===== src/rtl/pixel_pkg.sv =====
// Shared definitions for the camera pixel packer.
// Pixel width, lane count, frame size default and FSM states.
package pixel_pkg;

    localparam int PIX_W       = 16;
    localparam int LANES       = 128 / PIX_W;
    localparam int FRAME_WORDS = 14_400;

    typedef enum logic {
        IDLE,
        PACK
    } packer_state_t;

endpackage


===== src/rtl/evt_counter.sv =====
// Event counter that wraps at MAX_COUNT-1.
// Ports: clk, rst (async), clr (sync restart), inc, count, at_max.
module evt_counter #(
    parameter int MAX_COUNT = 14_400,
    parameter int CW        = 14
) (
    input  logic          clk,
    input  logic          rst,
    input  logic          clr,
    input  logic          inc,
    output logic [CW-1:0] count,
    output logic          at_max
);

    assign at_max = (count == CW'(MAX_COUNT - 1));

    always_ff @(posedge clk or posedge rst) begin
        if (rst) begin
            count <= '0;
        end else if (clr) begin
            count <= '0;
        end else if (inc) begin
            count <= at_max ? '0 : count + CW'(1);
        end
    end

endmodule


===== src/rtl/pixel_packer.sv =====
// Packs camera pixels into 128-bit AXI-Stream words with frame TLAST.
// Ports: clk_in, rst_in, pixel_valid/data, frame_start, m_axis_*, overflow, resync.
module pixel_packer
    import pixel_pkg::*;
#(
    parameter int FRAME_WORDS = pixel_pkg::FRAME_WORDS,
    parameter int PIX_W       = pixel_pkg::PIX_W
) (
    input  logic             clk_in,
    input  logic             rst_in,
    input  logic             pixel_valid,
    input  logic [PIX_W-1:0] pixel_data,
    input  logic             frame_start,
    output logic [127:0]     m_axis_data,
    output logic             m_axis_tlast,
    output logic             m_axis_valid,
    input  logic             m_axis_ready,
    output logic             overflow,
    output logic             resync
);

    localparam int NL     = 128 / PIX_W;
    localparam int LANE_W = $clog2(NL);
    localparam int CW     = $clog2(FRAME_WORDS > 1 ? FRAME_WORDS : 2);

    packer_state_t     state;
    logic [LANE_W-1:0] lane;
    logic [127:0]      acc;

    logic [127:0] word_ins;
    logic [127:0] fresh;
    logic         start_px;
    logic         early;
    logic         last_lane;
    logic         word_done;
    logic         enq;
    logic [127:0] enq_data;
    logic         enq_last;
    logic         restart;

    logic [CW-1:0] word_count;
    logic          at_max;

    // The accumulator is cleared after every word, so lanes not yet
    // written are already zero when an early frame forces a flush.
    always_comb begin
        word_ins = acc;
        word_ins[lane*PIX_W +: PIX_W] = pixel_data;
        fresh = '0;
        fresh[PIX_W-1:0] = pixel_data;
    end

    assign start_px  = pixel_valid && frame_start;
    assign early     = (state == PACK) && start_px;
    assign last_lane = (lane == LANE_W'(NL - 1));
    assign word_done = (state == PACK) && pixel_valid
                     && !frame_start && last_lane;
    assign enq       = early || word_done;
    assign enq_data  = early ? acc : word_ins;
    assign enq_last  = early ? 1'b1 : at_max;
    assign restart   = start_px || (word_done && at_max);

    // Dropped words still count, keeping TLAST on the right index.
    evt_counter #(
        .MAX_COUNT (FRAME_WORDS),
        .CW        (CW)
    ) u_word_cnt (
        .clk    (clk_in),
        .rst    (rst_in),
        .clr    (restart),
        .inc    (word_done),
        .count  (word_count),
        .at_max (at_max)
    );

    always_ff @(posedge clk_in or posedge rst_in) begin
        if (rst_in) begin
            state  <= IDLE;
            lane   <= '0;
            acc    <= '0;
            resync <= 1'b0;
        end else begin
            resync <= early;
            unique case (state)
                IDLE: begin
                    if (start_px) begin
                        acc   <= fresh;
                        lane  <= LANE_W'(1);
                        state <= PACK;
                    end
                end
                PACK: begin
                    if (start_px) begin
                        acc  <= fresh;
                        lane <= LANE_W'(1);
                    end else if (pixel_valid) begin
                        if (last_lane) begin
                            acc  <= '0;
                            lane <= '0;
                            if (at_max) begin
                                state <= IDLE;
                            end
                        end else begin
                            acc  <= word_ins;
                            lane <= lane + LANE_W'(1);
                        end
                    end
                end
                default: state <= IDLE;
            endcase
        end
    end

    // Two-entry output FIFO, entry = {tlast, data}.
    logic [128:0] mem [2];
    logic         rd_ptr;
    logic         wr_ptr;
    logic [1:0]   fill;
    logic [1:0]   fill_nx;
    logic         full;
    logic         deq;
    logic         push;
    logic         drop;

    assign full = (fill == 2'd2);
    assign deq  = m_axis_valid && m_axis_ready;
    // When full, a same-cycle dequeue frees the slot being written.
    assign push = enq && (!full || deq);
    assign drop = enq && full && !deq;

    always_comb begin
        fill_nx = fill;
        if (push && !deq) begin
            fill_nx = fill + 2'd1;
        end else if (deq && !push) begin
            fill_nx = fill - 2'd1;
        end
    end

    always_ff @(posedge clk_in or posedge rst_in) begin
        if (rst_in) begin
            mem[0]   <= '0;
            mem[1]   <= '0;
            rd_ptr   <= 1'b0;
            wr_ptr   <= 1'b0;
            fill     <= 2'd0;
            overflow <= 1'b0;
        end else begin
            if (push) begin
                mem[wr_ptr] <= {enq_last, enq_data};
                wr_ptr      <= ~wr_ptr;
            end
            if (deq) begin
                rd_ptr <= ~rd_ptr;
            end
            fill <= fill_nx;
            if (drop) begin
                overflow <= 1'b1;
            end
        end
    end

    assign m_axis_valid = (fill != 2'd0);
    assign m_axis_tlast = mem[rd_ptr][128];
    assign m_axis_data  = mem[rd_ptr][127:0];

endmodule

===== config.mk =====
export PLATFORM = sky130hd
export DESIGN_NAME = pixel_packer
export DESIGN_NICKNAME = d
export VERILOG_FILES = /design/src/rtl/pixel_pkg.sv /design/src/rtl/evt_counter.sv /design/src/rtl/pixel_packer.sv
export SDC_FILE = /design/constraint.sdc
export NUM_CORES = 1
export LEC_CHECK = 0
export CORE_ASPECT_RATIO = 0.8
export CORE_MARGIN = 5
export CORE_UTILIZATION = 25
export CTS_CLUSTER_DIAMETER = 150
export CTS_CLUSTER_SIZE = 14
export DETAILED_ROUTE_END_ITERATION = 8
export PLACE_DENSITY_LB_ADDON = 0.05
export SETUP_SLACK_MARGIN = 0.4
export SLEW_MARGIN = 30
export SYNTH_ARGS = -nofsm -noshare
export SYNTH_HDL_FRONTEND = slang
export SYNTH_SLANG_ARGS = --single-unit

===== constraint.sdc =====
create_clock -name clk_in -period 22.2 [get_ports clk_in]
set_input_delay 4.44 -clock clk_in [delete_from_list [all_inputs] [get_ports clk_in]]
set_output_delay 4.44 -clock clk_in [all_outputs]
set_load 0.05 [all_outputs]

== Yosys cells after proc, flatten, opt, wreduce, memory -nomap -nowiden ==
Index checks and enable logic that the tools add are counted.
Storage, ports and cells
  bits in registers: 410
  input port bits: 21
Operators by class
  $add $sub $neg: 5
  order comparisons: 3
  equality and inequality tests: 5
  shift operators: 2
  multiplexer cells: 30
  bitwise operators: 5
  reduce and logical (&&, ||, !) cells: 24
Operators with widths (count)
  two-way mux 128 bit: 5
  two-way mux 129 bit: 4
  bitwise mux 258 bit: 1
  case mux 128 bit (2 select lines): 1
  demux 129 bit (select 1 bit): 1
  bitwise mux 128 bit: 1
  variable shift 16 x 34 -> 128 bit, first input constant: 1
  variable part select 16 x 34 -> 128 bit: 1
  two-way mux 14 bit: 3
  negator 7 -> 34 bit: 1
  adder 14 x 1 -> 14 bit, second input constant: 1
  == test 14 bit, second input constant: 1
  logical AND 1 bit: 13
  two-way mux 3 bit: 4
  two-way mux 1 bit: 6
  case mux 3 bit (2 select lines): 1
  nonzero test 2 bit: 3
  >= comparator 2 bit, second input constant: 2
  zero test 1 bit: 4
  two-way mux 2 bit: 2
  inverter 1 -> 2 bit: 2
  adder 3 x 1 -> 3 bit, second input constant: 1
  == test 3 bit, second input constant: 1
  logical OR 1 bit: 3
  9 further kinds: 11

== Longest topological paths before layout ==
Gate-level depths: netlist of the first run.
  depth in word-level cells: 9
  depth in mapped cells: 11
  gate-level depth less buffers: 8

== By module ==
From an unflattened synthesis of the first run, not the netlist that was laid out.
Unflattened totals
  cells, all modules: 1408
  area, all modules: 18785.5 sq um
By module, submodules not included
  pixel_packer: instances 1, cells an instance 1328, area each 18007.3 sq um, seq. area each 9909.5 sq um
  evt_counter: instances 1, cells an instance 80, area each 778.2 sq um, seq. area each 350.3 sq um

== Worst setup path after synthesis of the first run ==
OpenSTA, ideal clock, no wires.
  kind: register to output
  start point: register rd_ptr
  end point: output port m_axis_data[100]
  data arrival time: 1.464 ns
  data required time: 17.760 ns
  path slack: 16.296 ns
  stages on the path, launching flop included: 4
  path buffers: 2
  cells stage by stage: dfrtp_1 -> clkbuf_1 -> clkbuf_1 -> mux2_2
Between the ends
  longest elaborated chain between the ends: 4
RTL lines
  start, declared: RTL line pixel_packer.sv:116  | logic rd_ptr;
  start signal, assigned: RTL line pixel_packer.sv:154  | rd_ptr <= ~rd_ptr;
  inverter 1 -> 2 bit (implied by the code): RTL line pixel_packer.sv:165  | assign m_axis_data = mem[rd_ptr][127:0];
  two-way mux 129 bit (implied by the code) (3 in a row): RTL line pixel_packer.sv:165
  end, declared: RTL line pixel_packer.sv:14  | output logic [127:0] m_axis_data,
Every way passes these cells. The select of a mux whose other input is x is not followed.

== Worst setup path after layout of the first run ==
  start point: register rd_ptr
  end point: output port m_axis_data[11]
The elaborated chain is that of the path after synthesis.

==> report_table.html, run 1 <==
<table>
<tr><th>Metric</th><th>Value</th></tr>
<tr><th colspan="2">Final layout</th></tr>
<tr><td>Fin area</td><td>0.0216 mm2</td></tr>
<tr><td>Synthesis-to-layout area growth</td><td>17.9%</td></tr>
<tr><td>Number of fillers in the final layout</td><td>7381</td></tr>
<tr><td>Final net count</td><td>1795</td></tr>
<tr><td>Share of cells above drive strength 1</td><td>13.3%</td></tr>
<tr><th colspan="2">Place</th></tr>
<tr><td>Cell area reported after detailed placement</td><td>0.0206 mm2</td></tr>
<tr><td>Detailed Place HPWL</td><td>35.4 mm</td></tr>
<tr><td>Place WS</td><td>14.24 ns</td></tr>
<tr><td>Number of port buffers</td><td>152</td></tr>
<tr><td>GPL Wtd Cong</td><td>0.728</td></tr>
<tr><th colspan="2">STA</th></tr>
<tr><td>Number of endpoints with negative hold slack in the final report</td><td>0</td></tr>
<tr><td>Post-layout min period</td><td>7.80 ns</td></tr>
<tr><td>Maximum clock frequency</td><td>128 MHz</td></tr>
<tr><td>Tcrit/Tclk final</td><td>35.1%</td></tr>
<tr><td>RSZ-0062 raised after global routing</td><td>no</td></tr>
<tr><td>Worst slew pin tran</td><td>0.983 ns</td></tr>
<tr><td>Final setup violation count</td><td>0</td></tr>
<tr><td>Worst clock skew on the final layout</td><td>0.0163 ns</td></tr>
<tr><td>Slew Limit Fails</td><td>0</td></tr>
<tr><td>Setup TNS</td><td>0 ns</td></tr>
<tr><td>Tightest slew margin relative to the limit</td><td>34.5%</td></tr>
<tr><td>Worst Slack Setup Final</td><td>14.40 ns</td></tr>
<tr><td>Hold slack final</td><td>0.478 ns</td></tr>
<tr><th colspan="2">Global route</th></tr>
<tr><td>Number of global-route vias before repair</td><td>13700</td></tr>
<tr><td>Met1 Usage GRT</td><td>22.0%</td></tr>
<tr><td>Total congestion overflow after global routing</td><td>0</td></tr>
<tr><td>First-pass GRT wire length</td><td>92.4 mm</td></tr>
<tr><td>Pin count of the biggest net entering global routing</td><td>182</td></tr>
<tr><td>Routing usage on met3</td><td>3.00%</td></tr>
<tr><td>Busiest layer in global routing</td><td>met2</td></tr>
<tr><td>Met2 demand-to-capacity share in global routing</td><td>24.6%</td></tr>
<tr><td>GR Util All Layers</td><td>15.4%</td></tr>
<tr><td>Number of antenna violations at the first check in global routing</td><td>4</td></tr>
<tr><th colspan="2">Die</th></tr>
<tr><td>Die extent in x</td><td>313 um</td></tr>
<tr><td>Boundary pin count</td><td>153</td></tr>
<tr><td>Height of the chip</td><td>252 um</td></tr>
<tr><td>Initial cell density of the core</td><td>25.3%</td></tr>
<tr><td>Die outline area</td><td>0.0789 mm2</td></tr>
<tr><td>Area inside the core boundary</td><td>0.0723 mm2</td></tr>
<tr><td>Core Rows</td><td>88</td></tr>
<tr><th colspan="2">Synthesis</th></tr>
<tr><td>Flip-flop and latch count after synthesis</td><td>410</td></tr>
<tr><td>Sequential share of the synthesized area</td><td>56.0%</td></tr>
<tr><td>Post-synth top flop</td><td>sky130_fd_sc_hd__dfrtp_1</td></tr>
<tr><td>Number of flops mapped to enable cells by yosys</td><td>0</td></tr>
<tr><td>Count of warnings emitted by yosys</td><td>0</td></tr>
<tr><td>Syn_nets</td><td>1706</td></tr>
<tr><td>Synthesized area per cell</td><td>10.9 um2</td></tr>
<tr><td>Post-Synthesis Cell Area</td><td>0.0183 mm2</td></tr>
<tr><td>Library cells used by synthesis</td><td>61</td></tr>
<tr><td>Synth Instances</td><td>1678</td></tr>
<tr><td>Proportion of register bits with asynchronous set or reset after synthesis</td><td>100%</td></tr>
<tr><th colspan="2">Drt</th></tr>
<tr><td>Detailed-route via count</td><td>13100</td></tr>
<tr><td>Wirelength, routed</td><td>61.2 mm</td></tr>
<tr><td>Number of remaining DRC errors</td><td>0</td></tr>
<tr><td>Ratio of routed vias to standard cells</td><td>4.81</td></tr>
<tr><td>Initial DRT Pass Iterations</td><td>5</td></tr>
<tr><td>Average detailed-routed wire length per instance</td><td>22.5 um</td></tr>
<tr><td>Starting DRC count in detailed routing</td><td>829</td></tr>
<tr><td>Antenna viol nets, final</td><td>0</td></tr>
<tr><th colspan="2">Pwr</th></tr>
<tr><td>Final Total Pwr</td><td>3.58 mW</td></tr>
<tr><td>Pwr/cell area</td><td>166 mW/mm2</td></tr>
<tr><td>Leakage Power</td><td>9.14 nW</td></tr>
<tr><td>Maximum ir drop on the vdd rail</td><td>0.100 mV</td></tr>
<tr><th colspan="2">Worst setup path</th></tr>
<tr><td>Crit path DAT</td><td>3.36 ns</td></tr>
<tr><td>Reg-to-reg critical path startpoint</td><td>lane[0]</td></tr>
<tr><td>Crit. End Element</td><td>output port</td></tr>
<tr><td>Critical path capture point</td><td>m_axis_data[11]</td></tr>
<tr><td>Flop-to-flop setup slack</td><td>18.20 ns</td></tr>
<tr><td>Maximum fanout along the worst path</td><td>59</td></tr>
<tr><td>Number of cells on the worst reg-to-reg path</td><td>7</td></tr>
<tr><td>Classification of the worst setup path</td><td>flop to output port</td></tr>
<tr><td>Critical Path Source Type</td><td>flop</td></tr>
<tr><td>Critical R2R Capture</td><td>mem[0]</td></tr>
<tr><td>Launch point of the critical path</td><td>rd_ptr</td></tr>
<tr><td>WP data required</td><td>17.76 ns</td></tr>
<tr><th colspan="2">Job</th></tr>
<tr><td>Maximum Capacitance Violations</td><td>0</td></tr>
<tr><th colspan="2">Clock network</th></tr>
<tr><td>CTS buffer count</td><td>35</td></tr>
<tr><td>Total of cells resized after clock tree synthesis</td><td>0</td></tr>
<tr><td>Clock H-tree levels</td><td>2</td></tr>
<tr><td>Hold-fix buffers at CTS</td><td>0</td></tr>
<tr><td>Clock slew at reported path FFs</td><td>0.07 ns</td></tr>
<tr><td>Maximum clock path buffer count</td><td>3</td></tr>
<tr><td>Root buffer cell</td><td>sky130_fd_sc_hd__clkbuf_16</td></tr>
<tr><td>Clock tree from TritonCTS</td><td>yes</td></tr>
<tr><td>Setup Buffers After CTS</td><td>0</td></tr>
<tr><td>Source-to-sink clock delay at the later pin of the worst-skew pair</td><td>0.55 ns</td></tr>
<tr><td>Clock net sink count</td><td>410</td></tr>
<tr><th colspan="2">Hold path</th></tr>
<tr><td>Hold Path Cell Cnt</td><td>1</td></tr>
<tr><td>Class of the most critical hold timing path</td><td>flop to flop</td></tr>
<tr><th colspan="2">Status</th></tr>
<tr><td>Run status</td><td>finished, final reports clean</td></tr>
</table>
[per-layer routing]
metal | part of all wire (%) | vias to the layer above
met3 | 4.5 | 55
met4 | 1.5 | 0
met2 | 46 | 239
met1 | 49 | 6660
li1 | - | 6117
met5 | 0 | -
[worst max-delay path: stages, from the launching register on]
cell,delay [ns]
sky130_fd_sc_hd__dfrtp_4,0.87
sky130_fd_sc_hd__buf_6,0.58
sky130_fd_sc_hd__mux2_2,0.47
sky130_fd_sc_hd__clkdlybuf4s50_1,0.73
[cell usage after synthesis (all sizes together) (2+ instances only)]
library cell	number	share of area, %
inv	9	0.18
a21bo	3	0.16
xnor2	6	0.29
and4	2	0.096
or3b	2	0.12
nor2	274	5.8
nor2b	3	0.10
nand4	9	0.34
nor4b	2	0.13
nor4	3	0.10
xor2	5	0.24
a31oi	122	4.2
o21a	2	0.082
a21o	5	0.20
buf	86	2.8
nand4b	2	0.096
a21oi	141	3.9
mux2i	67	3.7
nor3b	4	0.19
nand3	9	0.27
or3	7	0.24
and3	2	0.068
clkbuf	45	0.95
nand2	136	2.8
a22o	127	6.1
and2	20	0.68
mux2	132	8.1
o21ai	14	0.57
dfrtp	410	56
ha	7	0.48
nand3b	2	0.082
nor3	8	0.52
[layout by cell type, fill, tap and decap left out, types with 4 or more instances in the layout]
master / synthesis / final
sky130_fd_sc_hd__clkbuf_16: 0 / 37
sky130_fd_sc_hd__nor2_1: 270 / 270
sky130_fd_sc_hd__inv_1: 9 / 8
sky130_fd_sc_hd__mux2_2: 132 / 132
sky130_fd_sc_hd__dfrtp_1: 410 / 409
sky130_fd_sc_hd__clkdlybuf4s50_1: 0 / 151
sky130_fd_sc_hd__a22o_1: 127 / 127
sky130_fd_sc_hd__nor2_4: 4 / 4
sky130_fd_sc_hd__o21ai_0: 8 / 8
sky130_fd_sc_hd__xor2_1: 5 / 5
sky130_fd_sc_hd__ha_1: 7 / 7
sky130_fd_sc_hd__mux2i_1: 67 / 67
sky130_fd_sc_hd__nand4_1: 8 / 8
sky130_fd_sc_hd__a21o_1: 5 / 5
sky130_fd_sc_hd__or3_1: 7 / 6
sky130_fd_sc_hd__nor3_4: 4 / 5
sky130_fd_sc_hd__a31oi_1: 122 / 122
sky130_fd_sc_hd__buf_4: 8 / 20
sky130_fd_sc_hd__buf_6: 10 / 9
sky130_fd_sc_hd__nand3_1: 8 / 8
sky130_fd_sc_hd__nand2_1: 133 / 133
sky130_fd_sc_hd__a21oi_1: 141 / 141
sky130_fd_sc_hd__and2_1: 19 / 19
sky130_fd_sc_hd__xnor2_1: 6 / 6
[sequential cells by signal, indices dropped and copies added, names as in the netlist]
| name | flops |
|---|---|
| rd_ptr | 1 |
| resync | 1 |
| mem | 258 |
| acc | 128 |
| lane | 3 |
| u_word_cnt.count | 14 |
| overflow | 1 |
| wr_ptr | 1 |
| fill | 2 |
| state | 1 |
[metrics by stage]
| step | std cells | util [%] |
|---|---|---|
| 4_1_cts | 2712 | 29.8 |
| 5_1_grt | 2714 | 29.9 |
| 6_report | 2715 | 29.9 |
| 3_3_place_gp | 2671 | 28.5 |
| 3_5_place_dp | 2673 | 28.5 |
| 2_1_floorplan | 1678 | - |
[area by class of cell]
type / count / area (um2) / area share (%)
Timing Repair Buffer: 183 / 1800 / 8.34
Clock inverter: 1 / 11.3 / 0.0521
Clock buffer: 38 / 930 / 4.30
Multi-Input combinational cell: 1128 / 7380 / 34.1
Antenna cell: 1 / 2.50 / 0.0116
Inverter: 9 / 41.3 / 0.191
Tap cell: 945 / 1180 / 5.47
Sequential cell: 410 / 10300 / 47.5
[worst min-delay path by stage]
stage | from | end | slack (ns)
2_1_floorplan | fill[1] | fill[1] | 0.45
3_3_place_gp | overflow | overflow | 0.46
3_5_place_dp | overflow | overflow | 0.46
4_1_cts | overflow | overflow | 0.49
5_1_grt | acc[89] | acc[89] | 0.51
6_report | overflow | overflow | 0.48
[report_power, final]
| group | internal (mW) | switching (mW) | total (mW) | leakage [nW] |
|---|---|---|---|---|
| Combinational | 0.660 | 1.18 | 1.84 | 3.56 |
| Clock | 0.296 | 0.286 | 0.582 | 0.463 |
| Sequential | 1.01 | 0.147 | 1.16 | 5.12 |
| Total | 1.97 | 1.62 | 3.58 | 9.14 |
[logic make-up after synthesis]
kind of cell    count (synthesis)  synth area share, %
compound gates                422                 15.5
mux                           199                 11.8
xor+xnor                       11                0.526
buf+inv                       140                 3.89
fa+ha+maj                       7                0.478
simple gates                  489                 11.8
flops                         410                 56.0
No activity file was read; power rests on OpenSTA's default activity.
==> inputs of run 2 (changes only) <==
- clock period: 22.2 -> 8 ns (I/O delays scaled with it)
==> run 2 against run 1 <==
Compared with the run above: global-route usage decreased by 0.49 points; clock skew grew 0.016 ns; register-to-register slack worse by 14 ns; setup slack got worse by 11 ns; sequential cell count stayed put; via count up 0.50%; sequential share of layout area about the same; utilization about the same; non-clock buffer count fell by 6; critical path depth did not move; first-iteration DRC count fell by 8.4%; highest routed layer unchanged.
==> report_table.html, run 2 (synthesis results as in run 1) <==
<table>
<tr><th>Metric</th><th>Value</th></tr>
<tr><th colspan="2">STA</th></tr>
<tr><td>Number of endpoints with negative hold slack in the final report</td><td>0 (unchanged)</td></tr>
<tr><td>Setup TNS</td><td>0 ns (unchanged)</td></tr>
<tr><td>Maximum clock frequency</td><td>207 MHz</td></tr>
<tr><td>Slew Limit Fails</td><td>0 (unchanged)</td></tr>
<tr><td>Final setup violation count</td><td>0 (unchanged)</td></tr>
<tr><td>Tcrit/Tclk final</td><td>60.4%</td></tr>
<tr><td>Worst clock skew on the final layout</td><td>0.0323 ns (+0.0160 ns)</td></tr>
<tr><td>RSZ-0062 raised after global routing</td><td>no</td></tr>
<tr><td>Hold slack final</td><td>0.465 ns (-0.0132 ns)</td></tr>
<tr><td>Post-layout min period</td><td>4.83 ns</td></tr>
<tr><td>Tightest slew margin relative to the limit</td><td>35.8% (+1.4 points)</td></tr>
<tr><td>Worst slew pin tran</td><td>0.960 ns (-0.0227 ns)</td></tr>
<tr><td>Worst Slack Setup Final</td><td>3.17 ns (-11.23 ns)</td></tr>
<tr><th colspan="2">Final layout</th></tr>
<tr><td>Most flops, register</td><td>mem</td></tr>
<tr><td>Commonest non-fill, non-tap cell in the layout</td><td>sky130_fd_sc_hd__dfrtp_1</td></tr>
<tr><td>Final net count</td><td>1789 (-0.33%)</td></tr>
<tr><td>Top library cells by usage in the layout, fill and taps aside</td><td>sky130_fd_sc_hd__dfrtp_1 (409), sky130_fd_sc_hd__nor2_1 (270), sky130_fd_sc_hd__clkdlybuf4s50_1 (149), sky130_fd_sc_hd__a21oi_1 (141), sky130_fd_sc_hd__nand2_1 (133)</td></tr>
<tr><td>Largest register FFs</td><td>258 (unchanged)</td></tr>
<tr><td>Utilization after layout</td><td>29.8% (-0.031 points)</td></tr>
<tr><td>Footprint of the multi-input gates</td><td>0.00737 mm2 (-0.12%)</td></tr>
<tr><td>Number of fillers in the final layout</td><td>7310 (-0.96%)</td></tr>
<tr><td>Fin cells</td><td>2711 (-0.15%)</td></tr>
<tr><td>Registers with the highest flip-flop counts</td><td>mem: 258 flops, acc: 128 flops, u_word_cnt.count: 14 flops</td></tr>
<tr><td>Share of cells above drive strength 1</td><td>13.1% (-0.24 points)</td></tr>
<tr><td>Synthesis-to-layout area growth</td><td>17.8%</td></tr>
<tr><td>Sequential cell area in the final layout</td><td>0.0103 mm2 (unchanged)</td></tr>
<tr><th colspan="2">Clock network</th></tr>
<tr><td>Clock tree from TritonCTS</td><td>yes</td></tr>
<tr><td>Clock net sink count</td><td>410 (unchanged)</td></tr>
<tr><td>Clock slew at reported path FFs</td><td>0.08 ns (about the same)</td></tr>
<tr><td>Setup Buffers After CTS</td><td>0 (unchanged)</td></tr>
<tr><td>Clock H-tree levels</td><td>2 (unchanged)</td></tr>
<tr><td>Maximum clock path buffer count</td><td>3 (unchanged)</td></tr>
<tr><td>CTS buffer count</td><td>35 (unchanged)</td></tr>
<tr><td>Root buffer cell</td><td>sky130_fd_sc_hd__clkbuf_16</td></tr>
<tr><td>Total of cells resized after clock tree synthesis</td><td>0 (unchanged)</td></tr>
<tr><td>Hold-fix buffers at CTS</td><td>0 (unchanged)</td></tr>
<tr><td>Source-to-sink clock delay at the later pin of the worst-skew pair</td><td>0.56 ns (about the same)</td></tr>
<tr><th colspan="2">Die</th></tr>
<tr><td>Core Rows</td><td>88 (unchanged)</td></tr>
<tr><td>Area inside the core boundary</td><td>0.0723 mm2 (unchanged)</td></tr>
<tr><td>Die extent in x</td><td>313 um (unchanged)</td></tr>
<tr><td>Initial cell density of the core</td><td>25.3% (unchanged)</td></tr>
<tr><td>Height of the chip</td><td>252 um (unchanged)</td></tr>
<tr><td>Boundary pin count</td><td>153 (unchanged)</td></tr>
<tr><td>Die outline area</td><td>0.0789 mm2 (unchanged)</td></tr>
<tr><th colspan="2">Worst setup path</th></tr>
<tr><td>Crit. End Element</td><td>output port</td></tr>
<tr><td>Critical Path Source Type</td><td>flop</td></tr>
<tr><td>Maximum fanout along the worst path</td><td>102 (+73%)</td></tr>
<tr><td>Classification of the worst setup path</td><td>flop to output port</td></tr>
<tr><td>Crit path DAT</td><td>3.23 ns (-0.13 ns)</td></tr>
<tr><td>WP data required</td><td>6.40 ns (-11.36 ns)</td></tr>
<tr><th colspan="2">Job</th></tr>
<tr><td>Maximum Capacitance Violations</td><td>0 (unchanged)</td></tr>
<tr><th colspan="2">Pwr</th></tr>
<tr><td>Switching fraction of total power</td><td>45.0% (-0.095 points)</td></tr>
<tr><td>Pwr/cell area</td><td>460 mW/mm2 (+180%)</td></tr>
<tr><td>Maximum ir drop on the vdd rail</td><td>0.376 mV (+270%)</td></tr>
<tr><td>Power share of the sequential group</td><td>32.2% (about the same)</td></tr>
<tr><td>Leakage Power</td><td>9.12 nW (-0.23%)</td></tr>
<tr><td>Internal power component</td><td>5.46 mW (+180%)</td></tr>
<tr><td>Switching component of the power</td><td>4.47 mW (+180%)</td></tr>
<tr><td>Combinational cell fraction of total power</td><td>51.6% (about the same)</td></tr>
<tr><td>Fraction of power consumed by the clock network</td><td>16.3% (about the same)</td></tr>
<tr><th colspan="2">Global route</th></tr>
<tr><td>Total congestion overflow after global routing</td><td>0 (unchanged)</td></tr>
<tr><td>First-pass GRT wire length</td><td>89.9 mm (-2.7%)</td></tr>
<tr><td>Number of global-route vias before repair</td><td>13400 (-2.4%)</td></tr>
<tr><td>Pin count of the biggest net entering global routing</td><td>200 (+9.9%)</td></tr>
<tr><td>Number of antenna violations at the first check in global routing</td><td>5 (+1)</td></tr>
<tr><td>GR Util All Layers</td><td>14.9% (-0.49 points)</td></tr>
<tr><th colspan="2">Drt</th></tr>
<tr><td>Ratio of routed vias to standard cells</td><td>4.85 (+0.65%)</td></tr>
<tr><td>Number of remaining DRC errors</td><td>0 (unchanged)</td></tr>
<tr><td>Antenna viol nets, final</td><td>0 (unchanged)</td></tr>
<tr><td>Initial DRT Pass Iterations</td><td>5 (unchanged)</td></tr>
<tr><td>Detailed-route via count</td><td>13100 (+0.50%)</td></tr>
<tr><td>Starting DRC count in detailed routing</td><td>759 (-8.4%)</td></tr>
<tr><td>Average detailed-routed wire length per instance</td><td>22.0 um (-2.4%)</td></tr>
<tr><td>Wirelength, routed</td><td>59.6 mm (-2.6%)</td></tr>
<tr><th colspan="2">Place</th></tr>
<tr><td>Number of port buffers</td><td>152 (unchanged)</td></tr>
<tr><td>Placed instance count</td><td>2668 (-0.19%)</td></tr>
<tr><td>GPL Wtd Cong</td><td>0.730 (+0.30%)</td></tr>
<tr><td>Detailed Place HPWL</td><td>35.0 mm (-1.3%)</td></tr>
<tr><td>Place WS</td><td>3.49 ns (-10.75 ns)</td></tr>
<tr><th colspan="2">Hold path</th></tr>
<tr><td>Class of the most critical hold timing path</td><td>flop to flop</td></tr>
<tr><th colspan="2">Status</th></tr>
<tr><td>Run status</td><td>finished, final reports clean</td></tr>
</table>
==> run 2: per-stage QoR <==
step | cell area, um2 | power, mW
3_3_place_gp | 20600 | 8.40
6_report | 21600 | 9.92
5_1_grt | 21600 | 10.5
3_5_place_dp | 20600 | 8.44
4_1_cts | 21600 | 10.1
2_1_floorplan | 18300 | 6.75
==> run 2: layout make-up <==
| cell class | instances | area share (%) |
|---|---|---|
| Inverter | 9 | 0.174 |
| Multi-Input combinational cell | 1128 | 34.1 |
| Clock buffer | 38 | 4.31 |
| Timing Repair Buffer | 177 | 8.28 |
| Clock inverter | 1 | 0.0522 |
| Sequential cell | 410 | 47.5 |
| Antenna cell | 3 | 0.0348 |
| Tap cell | 945 | 5.48 |
==> run 2: final timing paths <==
kind	depth (start not counted)	slack [ns]	from	endpoint
worst max-delay path	3	3.17	rd_ptr	m_axis_data[6]
worst min-delay path	1	0.47	overflow	overflow
worst max register to register	7	4.39	lane[0]	mem[129]
worst min register to register	1	0.47	overflow	overflow
max in group asynchronous	3	5.42	rst_in	mem[24]
min in group asynchronous	2	1.42	rst_in	mem[239]
==> run 2: power by group through the flow <==
stage	logic, mW	clock network (mW)	registers (mW)
after global placement	5.19	0	3.21
final	5.12	1.62	3.19
after CTS	5.23	1.70	3.20
after global routing	5.47	1.77	3.29
after detailed placement	5.21	0	3.24
after floorplan	3.64	0	3.11
==> run 2: worst max-delay path, cell delays in order (launching register included) <==
cell                              delay [ns]
sky130_fd_sc_hd__dfrtp_4                0.75
sky130_fd_sc_hd__buf_12                 0.56
sky130_fd_sc_hd__mux2_2                 0.39
sky130_fd_sc_hd__clkdlybuf4s50_1        0.83
==> run 2: layer usage <==
layer / track usage [%] / wire, um / vias up
met5: 0 / 0 / -
met4: 2.97 / 905 / 0
met3: 2.11 / 2040 / 53
met2: 23.7 / 26800 / 240
met1: 21.8 / 29800 / 6718
li1: - / - / 6125
==> inputs of run 3 (changes only) <==
- clock period: 8 -> 3.98 ns (I/O delays scaled with it)
==> run 3 against run 2 <==
Compared with the run above: via count fell by 0.53%; cell count is 1.7% higher; critical path type unchanged; non-clock buffer count increased by 49; die area did not move; combinational power rose by 110%; cell area increased by 2.1%; sequential share of layout area shrank 0.97 points.
==> report_table.html, run 3 (synthesis results as in run 1) <==
<table>
<tr><th>Metric</th><th>Value</th></tr>
<tr><th colspan="2">Clock network</th></tr>
<tr><td>CTS buffer count</td><td>35 (unchanged)</td></tr>
<tr><td>Clock net sink count</td><td>410 (unchanged)</td></tr>
<tr><td>Maximum clock path buffer count</td><td>3 (unchanged)</td></tr>
<tr><td>Clock slew at reported path FFs</td><td>0.07 ns (about the same)</td></tr>
<tr><td>Source-to-sink clock delay at the later pin of the worst-skew pair</td><td>0.55 ns (about the same)</td></tr>
<tr><td>Root buffer cell</td><td>sky130_fd_sc_hd__clkbuf_16</td></tr>
<tr><td>Clock H-tree levels</td><td>2 (unchanged)</td></tr>
<tr><td>Clock tree from TritonCTS</td><td>yes</td></tr>
<tr><td>Total of cells resized after clock tree synthesis</td><td>0 (unchanged)</td></tr>
<tr><th colspan="2">Pwr</th></tr>
<tr><td>Maximum ir drop on the vdd rail</td><td>0.640 mV (+70%)</td></tr>
<tr><td>Leakage Power</td><td>9.39 nW (+2.9%)</td></tr>
<tr><td>Final Total Pwr</td><td>20.2 mW (+100%)</td></tr>
<tr><td>Pwr/cell area</td><td>914 mW/mm2 (+99%)</td></tr>
<tr><th colspan="2">Status</th></tr>
<tr><td>Run status</td><td>finished, final reports clean</td></tr>
<tr><th colspan="2">Hold path</th></tr>
<tr><td>Startpoint of the lowest-slack hold path</td><td>overflow</td></tr>
<tr><td>Class of the most critical hold timing path</td><td>flop to flop</td></tr>
<tr><td>Hold Path Cell Cnt</td><td>1 (unchanged)</td></tr>
<tr><th colspan="2">Worst setup path</th></tr>
<tr><td>Crit path largest cell delay</td><td>0.84 ns (about the same)</td></tr>
<tr><td>Master of the slowest instance on the critical path</td><td>sky130_fd_sc_hd__clkdlybuf4s50_1</td></tr>
<tr><td>WP data required</td><td>3.18 ns (-3.22 ns)</td></tr>
<tr><td>Number of cells on the worst reg-to-reg path</td><td>8 (+1)</td></tr>
<tr><td>Classification of the worst setup path</td><td>flop to output port</td></tr>
<tr><td>Reg-to-reg critical path startpoint</td><td>lane[1]</td></tr>
<tr><td>Critical Path Source Type</td><td>flop</td></tr>
<tr><td>Flop-to-flop setup slack</td><td>1.07 ns (-3.32 ns)</td></tr>
<tr><td>Crit. End Element</td><td>output port</td></tr>
<tr><td>Critical path, cell by cell</td><td>buf_12 -&gt; buf_12 -&gt; mux2_2 -&gt; clkdlybuf4s50_1</td></tr>
<tr><td>Maximum fanout along the worst path</td><td>25 (-75%)</td></tr>
<tr><td>Library cell appearing most often on the critical path</td><td>sky130_fd_sc_hd__buf_12</td></tr>
<tr><td>Crit path DAT</td><td>2.57 ns (-0.66 ns)</td></tr>
<tr><td>Launch point of the critical path</td><td>rd_ptr</td></tr>
<tr><th colspan="2">Drt</th></tr>
<tr><td>Starting DRC count in detailed routing</td><td>607 (-20%)</td></tr>
<tr><td>Detailed-route via count</td><td>13100 (-0.53%)</td></tr>
<tr><td>Average detailed-routed wire length per instance</td><td>21.9 um (-0.40%)</td></tr>
<tr><td>Antenna viol nets, final</td><td>0 (unchanged)</td></tr>
<tr><td>Ratio of routed vias to standard cells</td><td>4.74 (-2.2%)</td></tr>
<tr><td>Wirelength, routed</td><td>60.4 mm (+1.3%)</td></tr>
<tr><td>Initial DRT Pass Iterations</td><td>4 (-1)</td></tr>
<tr><td>Number of remaining DRC errors</td><td>0 (unchanged)</td></tr>
<tr><th colspan="2">Global route</th></tr>
<tr><td>First-pass GRT wire length</td><td>91.0 mm (+1.2%)</td></tr>
<tr><td>Total congestion overflow after global routing</td><td>0 (unchanged)</td></tr>
<tr><td>GR Util All Layers</td><td>15.1% (+0.22 points)</td></tr>
<tr><td>Number of antenna violations at the first check in global routing</td><td>0 (-5)</td></tr>
<tr><td>Pin count of the biggest net entering global routing</td><td>85 (-57%)</td></tr>
<tr><td>Number of global-route vias before repair</td><td>13400 (+0.14%)</td></tr>
<tr><th colspan="2">Die</th></tr>
<tr><td>Die extent in x</td><td>313 um (unchanged)</td></tr>
<tr><td>Area inside the core boundary</td><td>0.0723 mm2 (unchanged)</td></tr>
<tr><td>Initial cell density of the core</td><td>25.3% (unchanged)</td></tr>
<tr><td>Boundary pin count</td><td>153 (unchanged)</td></tr>
<tr><td>Die outline area</td><td>0.0789 mm2 (unchanged)</td></tr>
<tr><td>Core Rows</td><td>88 (unchanged)</td></tr>
<tr><td>Height of the chip</td><td>252 um (unchanged)</td></tr>
<tr><th colspan="2">STA</th></tr>
<tr><td>RSZ-0062 raised after global routing</td><td>no</td></tr>
<tr><td>Maximum clock frequency</td><td>297 MHz</td></tr>
<tr><td>Tcrit/Tclk final</td><td>84.7%</td></tr>
<tr><td>Post-layout min period</td><td>3.37 ns</td></tr>
<tr><td>Setup TNS</td><td>0 ns (unchanged)</td></tr>
<tr><td>Tightest slew margin relative to the limit</td><td>43.9% (+8.1 points)</td></tr>
<tr><td>Number of endpoints with negative hold slack in the final report</td><td>0 (unchanged)</td></tr>
<tr><td>Worst slew pin tran</td><td>0.838 ns (-0.122 ns)</td></tr>
<tr><td>Slew Limit Fails</td><td>0 (unchanged)</td></tr>
<tr><td>Final setup violation count</td><td>0 (unchanged)</td></tr>
<tr><td>Worst clock skew on the final layout</td><td>0.0173 ns (-0.0150 ns)</td></tr>
<tr><th colspan="2">Final layout</th></tr>
<tr><td>Largest register FFs</td><td>258 (unchanged)</td></tr>
<tr><td>Share of cells above drive strength 1</td><td>15.5% (+2.4 points)</td></tr>
<tr><td>Registers with the highest flip-flop counts</td><td>mem: 258 flops, acc: 128 flops, u_word_cnt.count: 14 flops</td></tr>
<tr><td>Top library cells by usage in the layout, fill and taps aside</td><td>sky130_fd_sc_hd__dfrtp_1 (409), sky130_fd_sc_hd__nor2_1 (270), sky130_fd_sc_hd__clkdlybuf4s50_1 (148), sky130_fd_sc_hd__a21oi_1 (141), sky130_fd_sc_hd__nand2_1 (133)</td></tr>
<tr><td>Utilization after layout</td><td>30.5% (+0.62 points)</td></tr>
<tr><td>Synthesis-to-layout area growth</td><td>20.3%</td></tr>
<tr><td>Commonest non-fill, non-tap cell in the layout</td><td>sky130_fd_sc_hd__dfrtp_1</td></tr>
<tr><td>Fin area</td><td>0.0220 mm2 (+2.1%)</td></tr>
<tr><td>Most flops, register</td><td>mem</td></tr>
<tr><td>Final net count</td><td>1838 (+2.7%)</td></tr>
<tr><th colspan="2">Place</th></tr>
<tr><td>Number of port buffers</td><td>152 (unchanged)</td></tr>
<tr><td>GPL Wtd Cong</td><td>0.726 (-0.56%)</td></tr>
<tr><td>Cell area reported after detailed placement</td><td>0.0210 mm2 (+2.0%)</td></tr>
<tr><td>Detailed Place HPWL</td><td>38.4 mm (+10%)</td></tr>
<tr><th colspan="2">Job</th></tr>
<tr><td>Maximum Capacitance Violations</td><td>0 (unchanged)</td></tr>
</table>
==> run 3: area by class of cell <==
class,instances,area [um2]
tap,945,1180
inverter,9,37.5
clock buffer,38,930
antenna,1,2.50
timing repair buffer,226,2240
clock inverter,1,11.3
sequential,410,10300
multi-input combinational,1128,7370
fill,7352,50300
==> run 3: worst max-delay path, delay by kind of cell, from the launching register on <==
kind / cells / cell delay [ns]
buffers and inverters: 3 / 1.17
DFF: 1 / 0.51
muxes: 1 / 0.32
==> run 3: power breakdown <==
part	internal (mW)	total, mW	switching (mW)	leakage, nW
combinational	3.87	10.6	6.70	3.80
sequential	5.63	6.34	0.710	5.12
clock	1.65	3.25	1.60	0.463
==> run 3: timing repair <==
item	CTS	global route
buffers inserted	7	0
hold buffers	0	0
endpoints found under the hold margin	0	0
endpoints found under the setup margin	40	0
==> run 3: final timing paths <==
kind	end
setup / recovery	m_axis_data[12]
hold / removal	overflow
setup reg to reg	mem[19]
hold reg to reg	overflow
max in group asynchronous	mem[80]
min in group asynchronous	mem[101]
==> run 3: per-stage QoR <==
step,instances,hold slack (ns),setup slack [ns]
CTS,2757,0.488,0.555
detailed placement,2711,0.467,0.637
floorplan,1678,0.448,-2.34
global route,2757,0.488,0.544
global placement,2711,0.465,0.623
finish,2758,0.484,0.609
==> run 3: routing by layer <==
metal  vias to the layer above  track usage, %  share of wire, %
li1                       6211               -                 -
met1                      6616            21.9                50
met2                       189            24.3                46
met3                        51            2.07               2.7
met4                         0            2.93               1.5
met5                         -               0                 0
